## config.mk

```make
export PLATFORM = sky130hd
export DESIGN_NAME = ssd_window_acc
export DESIGN_NICKNAME = d
export VERILOG_FILES = /design/src/rtl/ssd_window_acc.sv
export SDC_FILE = /design/constraint.sdc
export NUM_CORES = 2
export LEC_CHECK = 0
export BUFFER_PORTS_ARGS = -buffer_cell sky130_fd_sc_hd__buf_2
export CAP_MARGIN = 0
export CELL_PAD_IN_SITES_DETAIL_PLACEMENT = 0
export CELL_PAD_IN_SITES_GLOBAL_PLACEMENT = 1
export CORE_MARGIN = 8
export CORE_UTILIZATION = 41
export DETAILED_ROUTE_END_ITERATION = 16
export HOLD_SLACK_MARGIN = 0.1
export PLACE_DENSITY = 0.78
export SLEW_MARGIN = 20
export SYNTH_ARGS = -nofsm -noshare
export SYNTH_HDL_FRONTEND = slang
export SYNTH_SLANG_ARGS = --single-unit
```

## constraint.sdc

```tcl
create_clock -name clk -period 17.8 [get_ports clk]
set_input_delay 0.89 -clock clk [delete_from_list [all_inputs] [get_ports clk]]
set_output_delay 0.89 -clock clk [all_outputs]
set_load 0.005 [all_outputs]
```

## src/rtl/ssd_window_acc.sv

```systemverilog
// Five-stage, multi-lane windowed sum-of-squared-differences accumulator.
// Optional build macro SSD_SATURATE_EN: clamp acc/ssd_out at 2^ACCW-1 on overflow instead of wrapping.
module ssd_window_acc #(
    parameter int SIZEIN = 16,
    parameter int LANES  = 4,
    parameter int WIN    = 64,
    parameter int ACCW   = 40
) (
    input  logic                    clk,
    input  logic                    rst_n,
    input  logic                    ce,
    input  logic                    in_valid,
    input  logic                    in_last,
    input  logic [LANES*SIZEIN-1:0] a,
    input  logic [LANES*SIZEIN-1:0] b,
    output logic [ACCW-1:0]         ssd_out,
    output logic                    ssd_valid,
    output logic                    ssd_ovf
);

    localparam int SQW  = 2 * SIZEIN;
    localparam int CNTW = (WIN > 1) ? $clog2(WIN) : 1;

    // Index 0 is S1 ... index 3 is S4; S5 is the accumulator itself.
    logic [3:0] vld_q, vld_d;
    logic [3:0] last_q, last_d;

    logic [LANES*SQW-1:0] sq_flat;

    logic [ACCW-1:0] lane_sum_q, lane_sum_d;
    logic [ACCW-1:0] lane_sum_comb;

    logic [ACCW-1:0] acc_q, acc_d;
    logic [CNTW-1:0] cnt_q, cnt_d;
    logic            ovf_sticky_q, ovf_sticky_d;
    logic [ACCW-1:0] ssd_out_q, ssd_out_d;
    logic            ssd_valid_q, ssd_valid_d;
    logic            ssd_ovf_q, ssd_ovf_d;

    logic [ACCW:0]   sum_full;
    logic            carry;
    logic [ACCW-1:0] acc_sum;
    logic            close;

    always_comb begin
        vld_d  = vld_q;
        last_d = last_q;
        if (ce) begin
            vld_d  = {vld_q[2:0], in_valid};
            last_d = {last_q[2:0], in_last};
        end
    end

    always_ff @(posedge clk) begin
        if (!rst_n) begin
            vld_q  <= '0;
            last_q <= '0;
        end else begin
            vld_q  <= vld_d;
            last_q <= last_d;
        end
    end

    generate
        for (genvar gi = 0; gi < LANES; gi++) begin : g_lane
            logic [SIZEIN-1:0]     a_q, a_d;
            logic [SIZEIN-1:0]     b_q, b_d;
            logic signed [SIZEIN:0] diff_q, diff_d;
            logic [SIZEIN-1:0]     mag;
            logic [SQW-1:0]        sq_q, sq_d;

            always_comb begin
                a_d    = a_q;
                b_d    = b_q;
                diff_d = diff_q;
                sq_d   = sq_q;
                // |diff| always fits in SIZEIN bits, so square the magnitude unsigned.
                mag    = SIZEIN'(diff_q[SIZEIN] ? -diff_q : diff_q);
                if (ce) begin
                    a_d    = a[gi*SIZEIN +: SIZEIN];
                    b_d    = b[gi*SIZEIN +: SIZEIN];
                    diff_d = $signed({1'b0, a_q}) - $signed({1'b0, b_q});
                    sq_d   = SQW'(mag) * SQW'(mag);
                end
            end

            always_ff @(posedge clk) begin
                if (!rst_n) begin
                    a_q    <= '0;
                    b_q    <= '0;
                    diff_q <= '0;
                    sq_q   <= '0;
                end else begin
                    a_q    <= a_d;
                    b_q    <= b_d;
                    diff_q <= diff_d;
                    sq_q   <= sq_d;
                end
            end

            assign sq_flat[gi*SQW +: SQW] = sq_q;
        end
    endgenerate

    always_comb begin
        lane_sum_comb = '0;
        for (int i = 0; i < LANES; i++) begin
            lane_sum_comb = lane_sum_comb + ACCW'(sq_flat[i*SQW +: SQW]);
        end
        lane_sum_d = ce ? lane_sum_comb : lane_sum_q;
    end

    always_comb begin
        sum_full = {1'b0, acc_q} + {1'b0, lane_sum_q};
        carry    = sum_full[ACCW];
`ifdef SSD_SATURATE_EN
        // Once clamped, the window stays pinned at full scale.
        acc_sum  = (carry || ovf_sticky_q) ? '1 : sum_full[ACCW-1:0];
`else
        acc_sum  = sum_full[ACCW-1:0];
`endif
        close    = vld_q[3] && ((cnt_q == CNTW'(WIN - 1)) || last_q[3]);

        acc_d        = acc_q;
        cnt_d        = cnt_q;
        ovf_sticky_d = ovf_sticky_q;
        ssd_out_d    = ssd_out_q;
        ssd_ovf_d    = ssd_ovf_q;
        ssd_valid_d  = 1'b0;

        if (ce && vld_q[3]) begin
            if (close) begin
                ssd_out_d    = acc_sum;
                ssd_ovf_d    = ovf_sticky_q | carry;
                ssd_valid_d  = 1'b1;
                acc_d        = '0;
                cnt_d        = '0;
                ovf_sticky_d = 1'b0;
            end else begin
                acc_d        = acc_sum;
                cnt_d        = cnt_q + CNTW'(1);
                ovf_sticky_d = ovf_sticky_q | carry;
            end
        end
    end

    always_ff @(posedge clk) begin
        if (!rst_n) begin
            lane_sum_q   <= '0;
            acc_q        <= '0;
            cnt_q        <= '0;
            ovf_sticky_q <= 1'b0;
            ssd_out_q    <= '0;
            ssd_valid_q  <= 1'b0;
            ssd_ovf_q    <= 1'b0;
        end else begin
            lane_sum_q   <= lane_sum_d;
            acc_q        <= acc_d;
            cnt_q        <= cnt_d;
            ovf_sticky_q <= ovf_sticky_d;
            ssd_out_q    <= ssd_out_d;
            ssd_valid_q  <= ssd_valid_d;
            ssd_ovf_q    <= ssd_ovf_d;
        end
    end

    assign ssd_out   = ssd_out_q;
    assign ssd_valid = ssd_valid_q;
    assign ssd_ovf   = ssd_ovf_q;

endmodule

```

# Word level (Yosys, flattened, before mapping)
# Index checks and enable logic that the tools add are counted.
# Widths: inputs -> output; s select.
# op_classes
mul	4
mux	8
n_bitwise	1
n_eq_ne	1
n_reduce_logical	5
n_addsub	13
# op_table
op	count
$mul 16x16->32	4
$sub 16x16->17	4
$mux 16	4
$neg 16->16	4
$add 40x40->41	1
$mux 40	1
$add 34x32->35	1
$add 33x32->34	1
$add 32x32->33	1
$add 6x1->6 const B	1
$eq 6x6->1 const B	1
$mux 6	1
$reduce_and 2->1	2
$logic_and 1x1->1	2
$mux 1	2
$logic_or 1x1->1	1
$or 1x1->1	1
# word_totals
regBits	461
elab_cells	57

# Longest topological paths before layout
# logic_depth
ltp_word	4
depth_mapped	33
mapped_depth_nobuf	30

# Worst setup path before layout
# Ideal clock, no wire load.
# synth_path
path_kind	flip-flop to flip-flop
startpoint	reg g_lane[3].diff_q[0]
endpoint	reg g_lane[3].sq_q[28]
required_time_ns	17.678
arrival_time_ns	7.752
period_less_slack_ns	7.874
setup_slack_ns	9.926
stages_incl_launch_ff	28
n_path_buf	2
path_cell_list	dfxtp_1 -> clkbuf_1 -> inv_1 -> clkbuf_1 -> ha_1 -> inv_1 -> o31a_1 -> xor2_1 -> clkinv_1 -> nor2_1 -> inv_1 -> fa_1 -> inv_1 -> fa_1 -> fa_1 -> fa_1 -> fa_1 -> fa_1 -> ha_1 -> a211oi_1 -> o21ai_0 -> nand2_1 -> o21ai_0 -> o311ai_1 -> a211oi_1 -> o311ai_0 -> mux2i_1 -> a311o_1
# synth_via
elab_chain_len	3
# synth_rtl
item	line_no	text
start: declaration	68	logic signed [SIZEIN:0] diff_q, diff_d;
start signal: assignment	96	diff_q <= diff_d;
$neg 16->16	78	mag = SIZEIN'(diff_q[SIZEIN] ? -diff_q : diff_q);
$mux 16 (*)	78	
$mul 16x16->32 (*)	83	sq_d = SQW'(mag) * SQW'(mag);
end signal: assignment	97	sq_q <= sq_d;
end: declaration	70	logic [SQW-1:0] sq_q, sq_d;
# Mark *: on every way between the ends. The rest lies on a longest branch, timed or not.
# A chain may end at the register's enable or synchronous reset.

# Worst setup path after layout
# layout_path
startpoint	reg g_lane[2].diff_q[0]
endpoint	reg g_lane[2].sq_q[30]
# layout_via
elab_chain_len	3
# layout_rtl
item	line_no
start: declaration	68
start signal: assignment	96
$neg 16->16	78
$mux 16 (*)	78
$mul 16x16->32 (*)	83
end signal: assignment	97
end: declaration	70
# Marked as above.

==> out/qor.yml <==
outcome: "completed"
cts_hold_buf: 0
max-vdd-ir-drop_v: 0.000181
cpMostUsedCell: "fa_1"
yosys_warnings: 0
synth_top_area_share_pct: 27.5
drtIter0Drc: 2152
regToRegSetupSlack_ns: 8.57
yosysSeqAreaShare_pct: 17.3
maxCapViolations: 0
die_h_um: 372
viasPerCell: 5.20
io_pins: 175
synthMuxAreaShare_pct: 4.54
switchingPower_w: 0.00618
fp.dieArea_mm2: 0.139
synth-seq-cells: 451
finalSetupViolations: 0
grt_pass1_wl_mm: 225
critPathLaunchType: "flip-flop"
clk_pin_slew_ns: 0.06
syn-instance-count: 5909
cts_tree: "done"
synth_top_family_by_area: "adder cells"
ys.flop_type: "dfxtp_1"
place_congestion: 0.929
overflow: 0
drtAntennaViolNets: 0
drive_gt1_share_pct: 5.86
path_max_fanout: 18
rsz0062_at_grt: "no"
mostFrequentLayoutCells: "inv_1 (1020), fa_1 (714), nor2_1 (665)"
clkPwrFrac_pct: 9.9
die_x_um: 372
totalPowerFinal_w: 0.0117
dp_hpwl_mm: 112
cp_data_arrival_time_ns: 9.71
grt_pass1_vias: 41700
drtPass1Iterations: 6
avgSynthCellArea_um2: 8.81
clockRootBuffer: "clkbuf_16"
synthSimpleGateAreaFrac_pct: 12.8
syn_nets: 7281
area_growth_pct: 8.72
crit_slowest_cell: "xor2_1"
async_flop_share_pct: 0
p_seq_share_pct: 11.3
ys_types: 83
via_count: 40000
hold_violations: 0
synthAdderAreaFrac_pct: 40.1
r2r-end: "g_lane[2].sq_q[30]"
start_util_pct: 41.4
slew_violations: 0
ys_top_cells_by_area: "fa_1 (27%), dfxtp_1 (17%), ha_1 (13%)"
cts_sinks: 451
hold_start: "ssd_out[5]"
clock_latency_ns: 0.62
slew_headroom_pct: 26.2
post-route-period-util_pct: 51.9
synth_xor_area_share_pct: 4.62
grt_usage_pct: 20.0
wirelength_mm: 138
cts.path.max_buffers: 3
clock_skew_ns: 0.0224
yosysTopAreaCell: "fa_1"
ff2ff_path_depth: 26
holdPathStages: 2
worstSetupPathType: "flip-flop to flip-flop"
syn_area_mm2: 0.0521
post-route-min-period_ns: 9.23
p_leak_nw: 29.1
tns_ns: 0
final_common_cell: "inv_1"
synth_edf_count: 0
hold_class: "flip-flop to flip-flop"
core_mm2: 0.126
portBuffers: 174
endpoint: "g_lane[2].sq_q[30]"
ctsHtreeMaxLevel: 2
antenna_found_initial: 0
nNetsFinal: 7375
diodes: 0
cpPeakStageDelay_ns: 0.71
holdWs_ns: 0.451
grt_max_degree: 132
crit_required_ns: 18.28
remaining_drc_errors: 0
wire_per_inst_um: 17.9
fmax_mhz: 108
internal-power_w: 0.00556
switching_share_pct: 52.7
synth_compound_area_share_pct: 11.7
p_per_area_mw_per_mm2: 208
cts_setup_buffers: 0
postCtsResizedCells: 0
p_comb_share_pct: 78.8
rows: 130
cts_buffers: 49
end_kind: "flip-flop"
r2r_start: "g_lane[2].diff_q[0]"
tightest_slew_ns: 1.10
cp-startpoint: "g_lane[2].diff_q[0]"
## cell type report
cell class	instances	area [µm²]
clock inverters	29	435
clock buffers	62	1390
multi-input cells	4224	38400
fillers	12600	69300
inverters	1048	3940
well taps	1650	2060
repair buffers	229	1320
flip-flops and latches	451	9030
## layer usage
metal | wire length [µm] | GRT usage [%] | up-vias
met3 | 7100 | 3.01 | 203
met1 | 61600 | 26.9 | 19600
met5 | 0 | 0 | -
li1 | - | - | 19400
met2 | 64400 | 33.5 | 826
met4 | 4470 | 5.90 | 0
## worst max-delay path, delay by kind of cell (launching register included)
kind / cells / cell delay [ns]
DFF: 1 / 0.57
adders and majority gates: 8 / 3.77
and+or+nand+nor: 4 / 0.78
xor gates and xnor gates: 2 / 0.88
buffers and inverters: 5 / 1.24
AOI/OAI and AO/OA: 7 / 1.87
## flip-flops by register name (all words and copies together) (netlist names)
signal         flops
g_lane.sq_q      124
g_lane.diff_q     68
g_lane.a_q        64
g_lane.b_q        64
acc_q             40
ssd_out           40
lane_sum_q        34
cnt_q              6
last_q             4
vld_q              4
ovf_sticky_q       1
ssd_ovf            1
ssd_valid          1
## power by group through the flow
stage               Combinational, W  Sequential [W]  Clock (W)
floorplan                    0.00672         0.00126          0
global placement             0.00915         0.00134          0
detailed placement           0.00922         0.00134          0
CTS                          0.00933         0.00132    0.00119
global route                  0.0105         0.00134    0.00123
finish                       0.00926         0.00132    0.00116
## cells by family (layout without fill, tap and decap cells)
kind of cell	Yosys count	after routing
fa+ha+maj	1239	1239
buf+inv	1234	1368
flops	451	451
simple gates	1554	1554
xor+xnor	274	274
mux	236	236
compound gates	921	921
## per-stage QoR
stage	utilization, %	cell area (µm²)	instances	setup WS [ns]
2_1_floorplan	-	52100	5909	9.93
3_3_place_gp	43.5	54800	7602	9.03
3_5_place_dp	43.5	54800	7602	8.70
4_1_cts	45.0	56600	7693	8.65
5_1_grt	45.0	56600	7693	7.91
6_report	45.0	56600	7693	8.57
## how the worst min path moves through the flow
stage	end	slack [ns]
final	ssd_out[5]	0.45
after detailed placement	ssd_out[5]	0.44
after global placement	ssd_out[5]	0.44
after floorplan	acc_q[23]	0.43
after CTS	ssd_out[5]	0.45
after global routing	ssd_out[29]	0.48
## Yosys cell counts (all sizes together), types with 32 or more instances
cell and instances:
nand2b 35, nand3 70, inv 1025, nor2 670, xnor2 162, mux2i 235
clkbuf 157, a211oi 63, o21ai 183, nand2 531, fa 714, or3 32
nor3 60, dfxtp 451, o31ai 36, a21oi 232, ha 525, a21o 102
xor2 112, o21a 47
(Power assumes the default switching activity.)
